===== src/rtl/bb_frame_decoder_pkg.sv =====
// Shared bus-bridge UART link definitions: frame header sync nibble, mode
// encoding, decoder state encoding and per-frame byte counts. Used by both the
// far-end frame decoder and the bridge-slave frame encoder.
package bb_frame_decoder_pkg;

  localparam logic [3:0] SYNC_NIBBLE       = 4'hA;
  localparam logic       MODE_READ         = 1'b0;
  localparam logic       MODE_WRITE        = 1'b1;
  localparam int         READ_FRAME_BYTES  = 3;
  localparam int         WRITE_FRAME_BYTES = 4;

  typedef enum logic [2:0] {
    ST_IDLE    = 3'd0,
    ST_ADDR_HI = 3'd1,
    ST_ADDR_LO = 3'd2,
    ST_DATA    = 3'd3,
    ST_HOLD    = 3'd4
  } bb_frame_state_e;

  // True when the byte carries the frame header sync nibble in its upper half.
  function automatic logic is_header(input logic [7:0] b);
    return (b[7:4] == SYNC_NIBBLE);
  endfunction

endpackage


===== src/rtl/bb_frame_decoder_timeout.sv =====
// Inter-byte timeout for the frame decoder. Counts elapsed cycles while
// enabled, restarts from zero on clear, and sits at zero while disabled.
// The count saturates at LIMIT-1 and expire is raised while it sits there.
module bb_frame_decoder_timeout #(
  parameter int LIMIT = 20000
) (
  input  logic clk,
  input  logic rstn,
  input  logic clr,
  input  logic en,
  output logic expire
);

  localparam int CNT_W = $clog2(LIMIT);
  localparam logic [CNT_W-1:0] LAST = CNT_W'(LIMIT - 1);

  logic [CNT_W-1:0] cnt_q;
  logic [CNT_W-1:0] cnt_d;

  // Next count: clear on byte, zero when idle or holding, saturate at the limit.
  always_comb begin
    cnt_d = cnt_q;
    if (clr || !en) begin
      cnt_d = '0;
    end else if (cnt_q != LAST) begin
      cnt_d = cnt_q + CNT_W'(1);
    end else begin
      cnt_d = cnt_q;
    end
  end

  // Count register.
  always_ff @(posedge clk or negedge rstn) begin
    if (!rstn) begin
      cnt_q <= '0;
    end else begin
      cnt_q <= cnt_d;
    end
  end

  assign expire = en && !clr && (cnt_q == LAST);

endmodule


===== src/rtl/bb_frame_decoder.sv =====
// Far-end bus-bridge frame decoder. Reassembles header / address / optional
// data bytes from the UART receiver into one read or write request for the
// local bridge master, presented through a valid/ready handshake.
module bb_frame_decoder
  import bb_frame_decoder_pkg::*;
#(
  parameter int DATA_WIDTH     = 8,
  parameter int BB_ADDR_WIDTH  = 13,
  parameter int TIMEOUT_CYCLES = 20000
) (
  input  logic                     clk,
  input  logic                     rstn,
  input  logic [7:0]               rx_data,
  input  logic                     rx_valid,
  input  logic                     rx_err,
  output logic                     req_valid,
  input  logic                     req_ready,
  output logic                     req_mode,
  output logic [BB_ADDR_WIDTH-1:0] req_addr,
  output logic [DATA_WIDTH-1:0]    req_wdata,
  output logic                     frame_err,
  output logic                     busy
);

  bb_frame_state_e state_q, state_d;

  logic                     mode_q, mode_d;
  logic [BB_ADDR_WIDTH-1:0] addr_q, addr_d;
  logic [DATA_WIDTH-1:0]    wdata_q, wdata_d;
  logic                     frame_err_q, frame_err_d;

  logic byte_ok_s;
  logic in_frame_s;
  logic tmo_expire_s;

  // A byte only counts when it arrived without a framing error.
  assign byte_ok_s  = rx_valid && !rx_err;
  assign in_frame_s = (state_q == ST_ADDR_HI) || (state_q == ST_ADDR_LO) ||
                      (state_q == ST_DATA);

  bb_frame_decoder_timeout #(
    .LIMIT (TIMEOUT_CYCLES)
  ) u_timeout (
    .clk    (clk),
    .rstn   (rstn),
    .clr    (byte_ok_s),
    .en     (in_frame_s),
    .expire (tmo_expire_s)
  );

  // State register.
  always_ff @(posedge clk or negedge rstn) begin
    if (!rstn) begin
      state_q <= ST_IDLE;
    end else begin
      state_q <= state_d;
    end
  end

  // Next state and frame error: rx_err beats a byte, a byte beats the timeout.
  always_comb begin
    state_d     = state_q;
    frame_err_d = 1'b0;
    case (state_q)
      ST_IDLE: begin
        if (byte_ok_s && is_header(rx_data)) begin
          state_d = ST_ADDR_HI;
        end else begin
          state_d = ST_IDLE;
        end
      end
      ST_ADDR_HI, ST_ADDR_LO, ST_DATA: begin
        if (rx_err) begin
          state_d     = ST_IDLE;
          frame_err_d = 1'b1;
        end else if (rx_valid) begin
          if (state_q == ST_ADDR_HI) begin
            state_d = ST_ADDR_LO;
          end else if (state_q == ST_ADDR_LO) begin
            state_d = (mode_q == MODE_WRITE) ? ST_DATA : ST_HOLD;
          end else begin
            state_d = ST_HOLD;
          end
        end else if (tmo_expire_s) begin
          state_d     = ST_IDLE;
          frame_err_d = 1'b1;
        end else begin
          state_d = state_q;
        end
      end
      ST_HOLD: begin
        // Any byte arriving while a request is pending is an overrun.
        frame_err_d = rx_valid || rx_err;
        if (req_ready) begin
          state_d = ST_IDLE;
        end else begin
          state_d = ST_HOLD;
        end
      end
      default: begin
        state_d = ST_IDLE;
      end
    endcase
  end

  // Request fields: captured only from good bytes, frozen while holding.
  always_comb begin
    mode_d  = mode_q;
    addr_d  = addr_q;
    wdata_d = wdata_q;
    case (state_q)
      ST_IDLE: begin
        if (byte_ok_s && is_header(rx_data)) begin
          mode_d  = rx_data[0];
          wdata_d = '0;
        end else begin
          mode_d = mode_q;
        end
      end
      ST_ADDR_HI, ST_ADDR_LO: begin
        if (byte_ok_s) begin
          addr_d = {addr_q[BB_ADDR_WIDTH-9:0], rx_data};
        end else begin
          addr_d = addr_q;
        end
      end
      ST_DATA: begin
        if (byte_ok_s) begin
          wdata_d = rx_data[DATA_WIDTH-1:0];
        end else begin
          wdata_d = wdata_q;
        end
      end
      default: begin
        mode_d = mode_q;
      end
    endcase
  end

  // Request field and frame error registers.
  always_ff @(posedge clk or negedge rstn) begin
    if (!rstn) begin
      mode_q      <= MODE_READ;
      addr_q      <= '0;
      wdata_q     <= '0;
      frame_err_q <= 1'b0;
    end else begin
      mode_q      <= mode_d;
      addr_q      <= addr_d;
      wdata_q     <= wdata_d;
      frame_err_q <= frame_err_d;
    end
  end

  // Outputs decoded from registered state only.
  always_comb begin
    req_valid = (state_q == ST_HOLD);
    busy      = (state_q != ST_IDLE);
    req_mode  = mode_q;
    req_addr  = addr_q;
    req_wdata = wdata_q;
    frame_err = frame_err_q;
  end

endmodule

===== config.mk =====
export PLATFORM = sky130hd
export DESIGN_NAME = bb_frame_decoder
export DESIGN_NICKNAME = d
export VERILOG_FILES = /design/src/rtl/bb_frame_decoder_pkg.sv /design/src/rtl/bb_frame_decoder_timeout.sv /design/src/rtl/bb_frame_decoder.sv
export SDC_FILE = /design/constraint.sdc
export NUM_CORES = 1
export LEC_CHECK = 0
export BUFFER_PORTS_ARGS = -buffer_cell sky130_fd_sc_hd__buf_2
export CAP_MARGIN = 15
export CORE_MARGIN = 5
export CORE_UTILIZATION = 58
export CTS_BUF_LIST = sky130_fd_sc_hd__clkbuf_16
export DETAILED_ROUTE_END_ITERATION = 12
export GPL_ROUTABILITY_DRIVEN = 0
export GPL_TIMING_DRIVEN = 0
export PLACE_DENSITY_LB_ADDON = 0.1
export SETUP_SLACK_MARGIN = 0.5
export SLEW_MARGIN = 20
export SYNTH_ARGS = -nofsm -noshare
export SYNTH_HDL_FRONTEND = slang
export SYNTH_SLANG_ARGS = --single-unit

===== constraint.sdc =====
create_clock -name clk -period 4.15 [get_ports clk]
set_clock_uncertainty 0.2 [all_clocks]
set_input_delay 1.245 -clock clk [delete_from_list [all_inputs] [get_ports clk]]
set_output_delay 1.245 -clock clk [all_outputs]
set_load 0.03 [all_outputs]

## Word-level counts from Yosys, hierarchy flattened

Cells that the tools add are included.

| word-level totals | value |
|---|---|
| bits in registers | 41 |
| input bits | 13 |
| word-level logic and storage cells | 55 |

| cells by class | value |
|---|---|
| add/subtract/negate cells | 1 |
| equality and inequality tests | 10 |
| muxes and demuxes | 18 |
| reduce and logical (&&, ||, !) cells | 20 |

Operators by type and width:

| cell | count |
|---|---|
| two-way mux 15 bit | 2 |
| two-way mux 3 bit | 7 |
| two-way mux 8 bit | 2 |
| case mux 8 bit (2 select lines) | 1 |
| adder 15 x 1 -> 15 bit (second input constant) | 1 |
| equality test 15 bit (second input constant) | 1 |
| != test 15 bit (second input constant) | 1 |
| case mux 3 bit (3 select lines) | 1 |
| equality test 3 x 2 -> 1 bit (second input constant) | 2 |
| equality test 4 bit (second input constant) | 1 |
| logical AND 1 bit | 4 |
| logical OR 1 bit | 4 |
| two-way mux 1 bit | 4 |
| != test 2 bit (second input constant) | 2 |
| != test 4 bit (second input constant) | 1 |
| AND reduction 2 bit | 2 |
| nonzero test 2 bit | 2 |
| equality test 3 x 1 -> 1 bit (second input constant) | 1 |
| equality test 3 bit (second input constant) | 1 |
| zero test 1 bit | 3 |
| zero test 3 bit | 1 |
| AND reduction 3 bit | 1 |
| nonzero test 3 bit | 1 |
| OR reduction 3 bit | 1 |
| 2 further kinds | 2 |

## Logic depth before layout (Yosys ltp)

Gate-level depths: netlist of the first run.

| logic depth | value |
|---|---|
| depth in word-level cells | 9 |
| mapped depth | 6 |

## By module

Synthesis of the first run repeated with hierarchy kept, for this count alone.

| unflattened totals | value |
|---|---|
| cell total of the unflattened synthesis | 179 |
| area, all modules | 2049.5 µm² |

Modules (own cells, without submodules):

| module | instances | cells an instance | area each (µm²) |
|---|---|---|---|
| bb_frame_decoder | 1 | 89 | 1207.4 |
| bb_frame_decoder_timeout | 1 | 90 | 842.1 |

## Least setup slack after synthesis of the first run

OpenSTA, ideal clock, no wires.

| timing | value |
|---|---|
| path kind | in2reg |
| start point | input port rx_valid |
| end point | register u_timeout.cnt_q[13] |
| library setup time | 0.066 ns |
| arrival | 2.336 ns |
| data required time | 3.884 ns |
| slack | 1.548 ns |
| stages | 5 |
| path buffers | 1 |
| cells stage by stage | nor2b_1 > or3_1 > clkbuf_1 > or4_1 > nand2_1 |

| between the ends | value |
|---|---|
| cells in the longest elaborated chain, start to end | 3 |

Ends and longest elaborated chain:

| element | RTL line | source |
|---|---|---|
| from (decl) | bb_frame_decoder.sv:14 | `input logic rx_valid,` |
| logical AND 1 bit (*) | bb_frame_decoder.sv:37 | `assign byte_ok_s = rx_valid && !rx_err;` |
| logical OR 1 bit (*) | bb_frame_decoder_timeout.sv:23 | `if (clr \|\| !en) begin` |
| two-way mux 15 bit or nonzero test 2 bit (tied branches) | n/a |  |
| to (signal assigned) | bb_frame_decoder_timeout.sv:37 | `cnt_q <= cnt_d;` |
| to (decl) | bb_frame_decoder_timeout.sv:17 | `logic [CNT_W-1:0] cnt_q;` |

Every way passes the cells marked *; elsewhere a longest branch is shown, timed or not.
A chain may end at the register's enable or synchronous reset.

## Worst setup path after layout of the first run

| timing | value |
|---|---|
| start point | register state_q[1] |
| end point | output port req_valid |

| between the ends | value |
|---|---|
| cells in the longest elaborated chain, start to end | 1 |

Ends and longest elaborated chain:

| element | RTL line | source |
|---|---|---|
| from (decl) | bb_frame_decoder.sv:25 | `bb_frame_state_e state_q, state_d;` |
| from (signal assigned) | bb_frame_decoder.sv:56 | `state_q <= state_d;` |
| equality test 3 bit | bb_frame_decoder.sv:157 | `req_valid = (state_q == ST_HOLD);` |
| to (decl) | bb_frame_decoder.sv:16 | `output logic req_valid,` |

No other way between the ends.

==> impl_metrics.csv, run 1 <==
group,metric,value,unit
placed_design,port_buffers,37,
placed_design,dp_hpwl,2670,µm
synth,async_flop_share,100,%
worst_setup_path,crit_path_end_kind,"output port",
synth,yosysTopAreaCell,"dfrtp_1",
clock_tree,cts-root-buf,"clkbuf_16",
clock_tree,cts-resized-gates,0,
synth,yosysUniqueCellTypes,40,
job,drv_cap,0,
routing,dr.pass1.iters,4,
routing,wl_per_cell,15.0,µm
synth,yosys.area_share.simple,20.2,%
synth,ys_seq_area_share,54.4,%
worst_setup_path,cp_max_fo,9,
synth,synth_cells,163,
routing,ant_nets,0,
grt,antenna_found_initial,0,
die,die_area,0.00449,mm²
synth,synth_xor_area_share,3.72,%
synth,synth_nets,177,
run_status,status,"finished, final reports clean",
finish,n_antenna_cell,0,
finish,final_design_area_no_fill,0.00226,mm²
worst_setup_path,start_kind,"flop",
synth,yosysWarningCount,0,
power_and_ir_drop,p_leak,1.11,nW
clock_tree,htreeDepth,2,
clock_tree,cts_buffers,5,
sta,slew_violations,0,
synth,synth_seq_cells,41,
clock_tree,cts-hold-fix-buffers,0,
routing,route.detailed.drc,0,
sta,setup_violations,0,
routing,drt_iter0_markers,68,
sta,layout_min_cycle_time,2.84,ns
clock_tree,clkTransAtPathRegs,0.06,ns
worst_setup_path,critPathKind,"flop to output port",
grt,grt-ovfl-total,0,
finish,drive_above_1_share,33.2,%
power_and_ir_drop,irDropWorstVdd,0.366,mV
grt,grt_util_all_layers,20.3,%
finish,fillCellCount,219,
finish,nNetsFinal,221,
routing,post_drt_via_cell_ratio,5.47,
synth,synth_top_family_by_area,"simple AND/OR/NAND/NOR gates",
grt,grt_pass1_vias,1458,
sta,fin_crit_sh,68.5,%
die,floorplan.initialDensity,61.2,%
power_and_ir_drop,power_density,396,mW/mm²
clock_tree,cts_setup_buffers,0,
die,die_h,67,µm
power_and_ir_drop,power,896,µW
grt,grt_max_degree,42,
routing,wl,3780,µm
synth,muxShareOfSynthArea,8.90,%
placed_design,dp_slack,1.14,ns
clock_tree,clkLatencyLatePin,0.28,ns
die,dieWidth,67,µm
sta,tns,0,ns
routing,via_count,1378,
synth,yosys_most_used_dff,"dfrtp_1",
synth,syn_area,0.00188,mm²
placed_design,placed_cell_area,0.00212,mm²
worst_setup_path,worstPathRequired,2.70,ns
sta,fin_hold_ws,0.297,ns
grt,grt_pass1_wl,6810,µm
synth,synth_edf_count,0,
sta,worstMarginPinSlew,0.869,ns
worst_setup_path,slowest_delay,0.35,ns
die,std_cell_rows,20,
sta,rsz0062_at_grt,"false",
synth,synth_compound_area_share,9.69,%
synth,synth_top_area_share,54.4,%
worst_setup_path,path_cells,"clkbuf_2, nor2_2, and2_1, buf_2",
die,coreArea,0.00308,mm²
sta,max_freq,352,MHz
clock_tree,cts_tree,"done",
sta,setup_ws,1.31,ns
die,boundaryPins,38,
sta,timing.slew.headroom,42.1,%
worst_setup_path,cpMaxStageDelayCell,"dfrtp_1",
clock_tree,clk_path_buf_depth,2,
finish,area_growth,20.0,%
hold_path,min_path_type,"flop to flop",
worst_setup_path,arrival,1.40,ns
synth,synthTopCellsByArea,"dfrtp_1 54%, mux2_2 8.4%, a22o_1 3.7%, nand2_1 2.0%, nor2_1 2.0%",
synth,postSynthAreaPerCell,11.6,µm²
synth,synthAdderAreaFrac,0.664,%
sta,hold_viol,0,
clock_tree,cts.sinks,41,
-- routing by layer --
layer	GRT usage, %	up-vias	wire (µm)
met2	32.0	37	1820
met3	7.08	6	244
li1	-	678	-
met1	26.0	657	1660
met4	6.08	0	51
met5	0	-	0
-- power breakdown --
part           internal (mW)  switching [mW]  leakage [nW]
clock network          0.216           0.140        0.0776
logic                 0.0356          0.0711         0.465
registers              0.420          0.0130         0.565
-- sequential cells by signal, summed over array words and instances (netlist names) --
register         count
req_wdata            8
frame_err            1
req_mode             1
req_addr            13
u_timeout.cnt_q     15
state_q              3
-- cells in the final DEF, fill, tap and decap left out, types with 2 or more instances in the layout --
master | netlist | final
mux2_2 | 14 | 14
or4_4 | 3 | 3
nand4bb_1 | 2 | 2
clkbuf_1 | 3 | 3
nand2_1 | 10 | 10
or3_1 | 6 | 6
buf_2 | 2 | 39
inv_1 | 5 | 8
o21ai_0 | 6 | 6
and2_1 | 3 | 3
xnor2_1 | 4 | 4
o21ai_1 | 2 | 2
nand3_1 | 3 | 3
xor2_1 | 4 | 4
a211oi_1 | 3 | 3
dfrtp_1 | 41 | 41
nand3b_1 | 3 | 3
a21oi_1 | 4 | 4
a22o_1 | 8 | 8
nor3_1 | 5 | 5
nor2b_1 | 2 | 2
clkbuf_16 | 0 | 5
a31oi_1 | 2 | 2
nor2_1 | 10 | 10
nand4_2 | 2 | 2
-- final timing paths --
kind / slack, ns / end / cells after the start / start
worst max-delay path: 1.31 / req_valid / 4 / state_q[1]
worst min-delay path: 0.30 / req_wdata[5] / 1 / req_wdata[5]
worst max register to register: 1.99 / req_addr[2] / 5 / state_q[2]
worst min register to register: 0.30 / req_wdata[5] / 1 / req_wdata[5]
max in group asynchronous: 2.32 / u_timeout.cnt_q[1] / 1 / rstn
min in group asynchronous: 0.88 / u_timeout.cnt_q[7] / 1 / rstn
-- stage by stage --
step / util [%] / cells
2_1_floorplan: - / 163
4_1_cts: 73.5 / 252
5_1_grt: 73.5 / 252
3_3_place_gp: 69.0 / 244
6_report: 73.5 / 252
3_5_place_dp: 69.0 / 244
-- cell families (layout without fill, tap and decap cells) --
group	Yosys count	count (layout)
buf+inv	11	56
flops	41	41
simple gates	60	60
xor+xnor	8	8
compound gates	27	27
mux	15	15
fa+ha+maj	1	1
-- worst max-delay path, delay by kind of cell (launching register included) --
| kind | cells | cell delay [ns] |
|---|---|---|
| AND/OR/NAND/NOR | 2 | 0.40 |
| buffers and inverters | 2 | 0.37 |
| flip-flops | 1 | 0.35 |
-- synthesized netlist by cell type, drive strengths merged, types with 2 or more instances --
cell type	count
inv	5
nand4bb	2
dfrtp	41
o21ai	8
a21oi	4
and2	3
nand3b	3
clkbuf	4
xor2	4
xnor2	4
mux2	14
or4	4
nand3	3
nor2	11
nor2b	2
a31oi	2
a22o	8
a211oi	3
nor4	2
nand2	10
nand4	3
buf	2
or3	7
nor3	5
-- layout make-up --
cell class / count / area (µm²) / share of cell area, %
repair buffers: 37 / 185 / 8.19
inverters: 5 / 18.8 / 0.830
flip-flops and latches: 41 / 1030 / 45.4
well taps: 44 / 55.1 / 2.43
clock inverters: 3 / 11.3 / 0.498
plain buffers: 6 / 26.3 / 1.16
multi-input cells: 111 / 813 / 36.0
clock buffers: 5 / 125 / 5.53
No activity file was read; power rests on OpenSTA's default activity.
==> run 2, diff against run 1 <==
CORE_UTILIZATION = 54   (was 58)
clock period = 2.9 ns   (was 4.15 ns; I/O delays follow)
==> impl_metrics.csv, run 2 (synthesized netlist as in run 1, its figures left out) <==
group,metric,value,unit
run_status,status,"finished, final reports clean",
sta,slew_violations,0,
grt,grt_pass1_vias,1466,
finish,final_common_cell,"dfrtp_1",
clock_tree,clkLatencyLatePin,0.28,ns
power_and_ir_drop,irDropWorstVdd,0.405,mV
worst_setup_path,reg2reg_slack,0.73,ns
grt,grt_max_degree,42,
sta,tns,0,ns
die,dieWidth,69.1,µm
clock_tree,cts-root-buf,"clkbuf_16",
finish,layout_common_cells,"40 x dfrtp_1, 37 x buf_2, 14 x mux2_2, 10 x nand2_1, 10 x nor2_1",
finish,n_antenna_cell,0,
worst_setup_path,start_kind,"flop",
finish,final_design_area_no_fill,0.00235,mm²
worst_setup_path,worstPathRequired,1.83,ns
finish,nNetsFinal,223,
worst_setup_path,critPathKind,"flop to output port",
sta,layout_min_cycle_time,2.38,ns
worst_setup_path,crit_path_end_kind,"output port",
sta,max_freq,420,MHz
finish,regMostFlops,"u_timeout.cnt_q",
clock_tree,cts.sinks,41,
clock_tree,clkTransAtPathRegs,0.06,ns
placed_design,placed_cells,246,
grt,antenna_found_initial,0,
placed_design,placed_cell_area,0.00213,mm²
power_and_ir_drop,p_leak,1.12,nW
die,std_cell_rows,21,
worst_setup_path,cp_max_fo,10,
sta,rsz0062_at_grt,"true",
power_and_ir_drop,switching_power,343,µW
sta,timing.slew.headroom,39.5,%
sta,fin_crit_sh,82.2,%
grt,grt-ovfl-total,0,
power_and_ir_drop,p_int,1.06,mW
clock_tree,clk_path_buf_depth,2,
power_and_ir_drop,power_density,597,mW/mm²
routing,via_count,1417,
die,boundaryPins,38,
worst_setup_path,arrival,1.31,ns
sta,worstMarginPinSlew,0.908,ns
grt,grt_util_all_layers,17.5,%
sta,setup_violations,0,
placed_design,dp_hpwl,2690,µm
clock_tree,cts_buffers,5,
die,die_h,69.1,µm
routing,wl,3860,µm
routing,drt_iter0_markers,55,
clock_tree,htreeDepth,2,
clock_tree,cts-hold-fix-buffers,0,
die,floorplan.initialDensity,56.0,%
die,coreArea,0.00336,mm²
job,drv_cap,0,
sta,hold_viol,0,
finish,drive_above_1_share,37.1,%
routing,wl_per_cell,15.1,µm
power_and_ir_drop,pwr-share-comb,11.0,%
power_and_ir_drop,power_frac_clock,44.9,%
routing,ant_nets,0,
die,die_area,0.00477,mm²
routing,post_drt_via_cell_ratio,5.54,
placed_design,port_buffers,37,
finish,final_cells,256,
routing,dr.pass1.iters,4,
power_and_ir_drop,switching_share,24.4,%
power_and_ir_drop,pwr-share-seq,44.1,%
finish,largest_reg_flops,15,
clock_tree,cts_tree,"done",
finish,area_growth,24.8,%
grt,grt_pass1_wl,6800,µm
hold_path,min_path_type,"flop to flop",
routing,route.detailed.drc,0,
-- run 2: what timing repair did --
action,in CTS,in global routing
resized for setup,6,5
gates cloned,0,0
setup endpoints to repair,2,12
hold endpoints to repair,0,0
pin swaps,0,1
buffers inserted,0,2
-- run 2: path summary, 6_finish.rpt --
check,from,endpoint,cells after the start
max in group asynchronous,rstn,state_q[0],1
worst min-delay path,req_addr[5],req_addr[5],1
worst max-delay path,state_q[2],busy,3
min in group asynchronous,rstn,u_timeout.cnt_q[6],1
worst max register to register,u_timeout.cnt_q[0],u_timeout.cnt_q[14],5
worst min register to register,req_addr[5],req_addr[5],1
-- run 2: area by class of cell --
cell class                      count  area, µm²
Timing Repair Buffer               39        209
Tap cell                           46       57.6
Multi-Input combinational cell    111        831
Sequential cell                    41       1030
Fill cell                         279       1010
Inverter                            5       18.8
Clock buffer                        5        125
Buffer                              6       36.3
Clock inverter                      3       46.3
-- run 2: layer usage --
layer,GRT usage [%],vias up,part of all wire [%]
met5,0,-,0
met4,7.16,0,1.4
met3,5.52,6,4.5
met2,26.8,34,49
met1,22.9,701,45
li1,-,676,-
-- run 2: stage by stage --
step	setup WS [ns]	hold WS, ns	util, %	power (mW)
6_report	0.516	0.306	69.9	1.40
5_1_grt	0.475	0.321	69.9	1.46
4_1_cts	0.503	0.310	68.9	1.42
3_5_place_dp	0.286	0.282	63.2	0.784
3_3_place_gp	0.334	0.282	63.2	0.779
2_1_floorplan	0.673	0.315	-	0.722
-- run 2: power groups by stage --
stage               clock network, mW  logic [mW]  registers [mW]
floorplan                           0      0.0356           0.686
global placement                    0       0.152           0.627
detailed placement                  0       0.154           0.629
CTS                             0.644       0.155           0.619
global route                    0.672       0.166           0.624
finish                          0.630       0.155           0.619
-- run 2: critical path, stage by stage, from the launching register on --
cell     delay (ns)
dfrtp_1        0.37
buf_2          0.18
or3_4          0.34
buf_6          0.14
==> run 3, diff against run 2 <==
CORE_UTILIZATION = 48   (was 54)
clock period = 2.1 ns   (was 2.9 ns; I/O delays follow)
==> impl_metrics.csv, run 3 (synthesized netlist as in run 1, its figures left out) <==
group,metric,value,unit
worst_setup_path,cp_max_fo,2,
die,boundaryPins,38,
worst_setup_path,crit_path_end_kind,"output port",
routing,drt-met1-wl,2010,µm
placed_design,port_buffers,37,
worst_setup_path,cp_num_buf_inv,2,
grt,grt_pass1_vias,1704,
power_and_ir_drop,p_int,1.43,mW
worst_setup_path,crit_top_cell,"buf_6",
clock_tree,cts_tree,"done",
worst_setup_path,worstPathRequired,1.27,ns
sta,slew_violations,0,
power_and_ir_drop,p_leak,1.38,nW
die,dieWidth,72.7,µm
routing,dr.max_layer_used,"met4",
worst_setup_path,arrival,1.28,ns
clock_tree,cts_buffers,5,
power_and_ir_drop,power_frac_clock,37.8,%
worst_setup_path,cpMaxStageDelayCell,"dfrtp_1",
worst_setup_path,start_kind,"flop",
clock_tree,htreeDepth,2,
die,die_h,72.7,µm
finish,area_growth,58.4,%
routing,ant_nets,0,
placed_design,placed_cell_area,0.00221,mm²
die,floorplan.initialDensity,50.3,%
sta,rsz0062_at_grt,"true",
sta,hold_viol,0,
routing,dr.pass1.iters,4,
clock_tree,clkTransAtPathRegs,0.06,ns
power_and_ir_drop,switching_share,25.4,%
routing,via_count,1598,
power_and_ir_drop,power,1.91,mW
sta,setup_ws,-0.0108,ns
hold_path,min_path_type,"input port to async pin",
die,die_area,0.00528,mm²
grt,grt_util_all_layers,19.9,%
power_and_ir_drop,power_density,640,mW/mm²
finish,final_design_area_no_fill,0.00299,mm²
clock_tree,cts.sinks,41,
run_status,failed_checks,"setup timing",
finish,largest_reg_flops,15,
routing,dr_wl_met2,2590,µm
finish,final_cells,290,
sta,worstMarginPinSlew,0.891,ns
clock_tree,clkLatencyLatePin,0.28,ns
power_and_ir_drop,pwr-share-seq,45.0,%
finish,nNetsFinal,255,
worst_setup_path,slowest_delay,0.38,ns
grt,antenna_found_initial,0,
finish,drive_above_1_share,58.3,%
job,drv_cap,0,
routing,route.detailed.drc,0,
grt,grt_pass1_wl,7970,µm
power_and_ir_drop,irDropWorstVdd,0.655,mV
clock_tree,clk_path_buf_depth,2,
finish,final_common_cell,"buf_6",
sta,setup_violations,1,
routing,drt_iter0_markers,54,
routing,wl_per_cell,16.8,µm
die,coreArea,0.00374,mm²
die,std_cell_rows,22,
grt,grt_max_degree,42,
routing,post_drt_via_cell_ratio,5.51,
clock_tree,cts-hold-fix-buffers,0,
placed_design,placed_cells,248,
sta,timing.slew.headroom,40.6,%
sta,max_freq,474,MHz
grt,grt-ovfl-total,0,
worst_setup_path,critPathKind,"flop to output port",
worst_setup_path,path_cells,"buf_6, or3_4, buf_6",
placed_design,dp_hpwl,2880,µm
sta,layout_min_cycle_time,2.11,ns
routing,met3_length,183,µm
run_status,status,"finished with violations",
worst_setup_path,crit_family,"flip-flops",
power_and_ir_drop,pwr-share-comb,17.2,%
power_and_ir_drop,switching_power,486,µW
finish,n_antenna_cell,0,
routing,wl,4880,µm
clock_tree,cts-root-buf,"clkbuf_16",
finish,regMostFlops,"u_timeout.cnt_q",
sta,fin_crit_sh,101,%
finish,layout_common_cells,"35 x buf_6, 34 x dfrtp_1, 26 x buf_4, 14 x mux2_2",
## run 3: changes by cell type in the layout (fill, tap and decap cells not counted), moves of 3 or more
cell	before	now
nor2_1	10	5
buf_4	3	26
dfrtp_1	40	34
a21oi_1	4	1
or3_4	1	4
a21oi_2	0	3
clkbuf_1	3	0
buf_6	1	35
dfrtp_2	1	7
a211oi_2	0	3
buf_2	37	10
a211oi_1	3	0
nor2_2	0	3
## run 3: power groups by stage
stage | Combinational [mW] | Sequential, mW | Clock [mW]
2_1_floorplan | 0.0538 | 0.948 | 0
3_3_place_gp | 0.216 | 0.866 | 0
3_5_place_dp | 0.220 | 0.870 | 0
4_1_cts | 0.313 | 0.861 | 0.735
5_1_grt | 0.350 | 0.866 | 0.778
6_report | 0.328 | 0.861 | 0.722
## run 3: cell type report
type | instances | area [µm²]
plain buffers | 6 | 91.3
clock buffers | 5 | 125
clock inverters | 3 | 13.8
fillers | 226 | 758
inverters | 5 | 21.3
multi-input cells | 111 | 993
flip-flops and latches | 41 | 1030
well taps | 48 | 60.1
repair buffers | 71 | 646
## run 3: timing repair
action / in CTS / in global routing
setup endpoints to repair: 64 / 65
gates cloned: 2 / 0
pin swaps: 27 / 10
setup buffers: 23 / 9
hold endpoints to repair: 0 / 0
gates resized for setup: 87 / 20
## run 3: path summary, 6_finish.rpt
path / startpoint / end / slack, ns / cells past startpoint
max in group asynchronous: rstn / u_timeout.cnt_q[0] / 0.81 / 1
min in group clk: req_wdata[1] / req_wdata[1] / 0.32 / 1
worst min register to register: req_wdata[1] / req_wdata[1] / 0.32 / 1
worst max-delay path: state_q[2] / busy / -0.01 / 3
worst max register to register: state_q[1] / u_timeout.cnt_q[13] / 0.17 / 7
worst min-delay path: rstn / req_addr[2] / 0.27 / 1
## run 3: metal layers
| layer | track usage (%) | up-vias |
|---|---|---|
| met4 | 8.81 | 0 |
| met2 | 34.0 | 31 |
| met5 | 0 | - |
| met3 | 5.51 | 10 |
| li1 | - | 753 |
| met1 | 23.4 | 804 |
## run 3: worst register-to-register path, cell delays in order, from the launching register on
cell	delay [ns]
dfrtp_1	0.35
buf_8	0.12
nor2_4	0.05
buf_4	0.13
or3_1	0.35
clkbuf_8	0.15
or4_1	0.46
nand2_1	0.07
## run 3: stage by stage
step	worst slack [ns]	hold slack (ns)	util (%)	setup TNS [ns]
global placement	-0.0423	0.280	59.1	-0.0423
finish	-0.0108	0.272	79.7	-0.0108
detailed placement	-0.0612	0.282	59.1	-0.0708
CTS	-0.0118	0.311	75.8	-0.0118
global route	-0.0415	0.344	79.7	-0.0637
floorplan	0.170	0.134	-	0
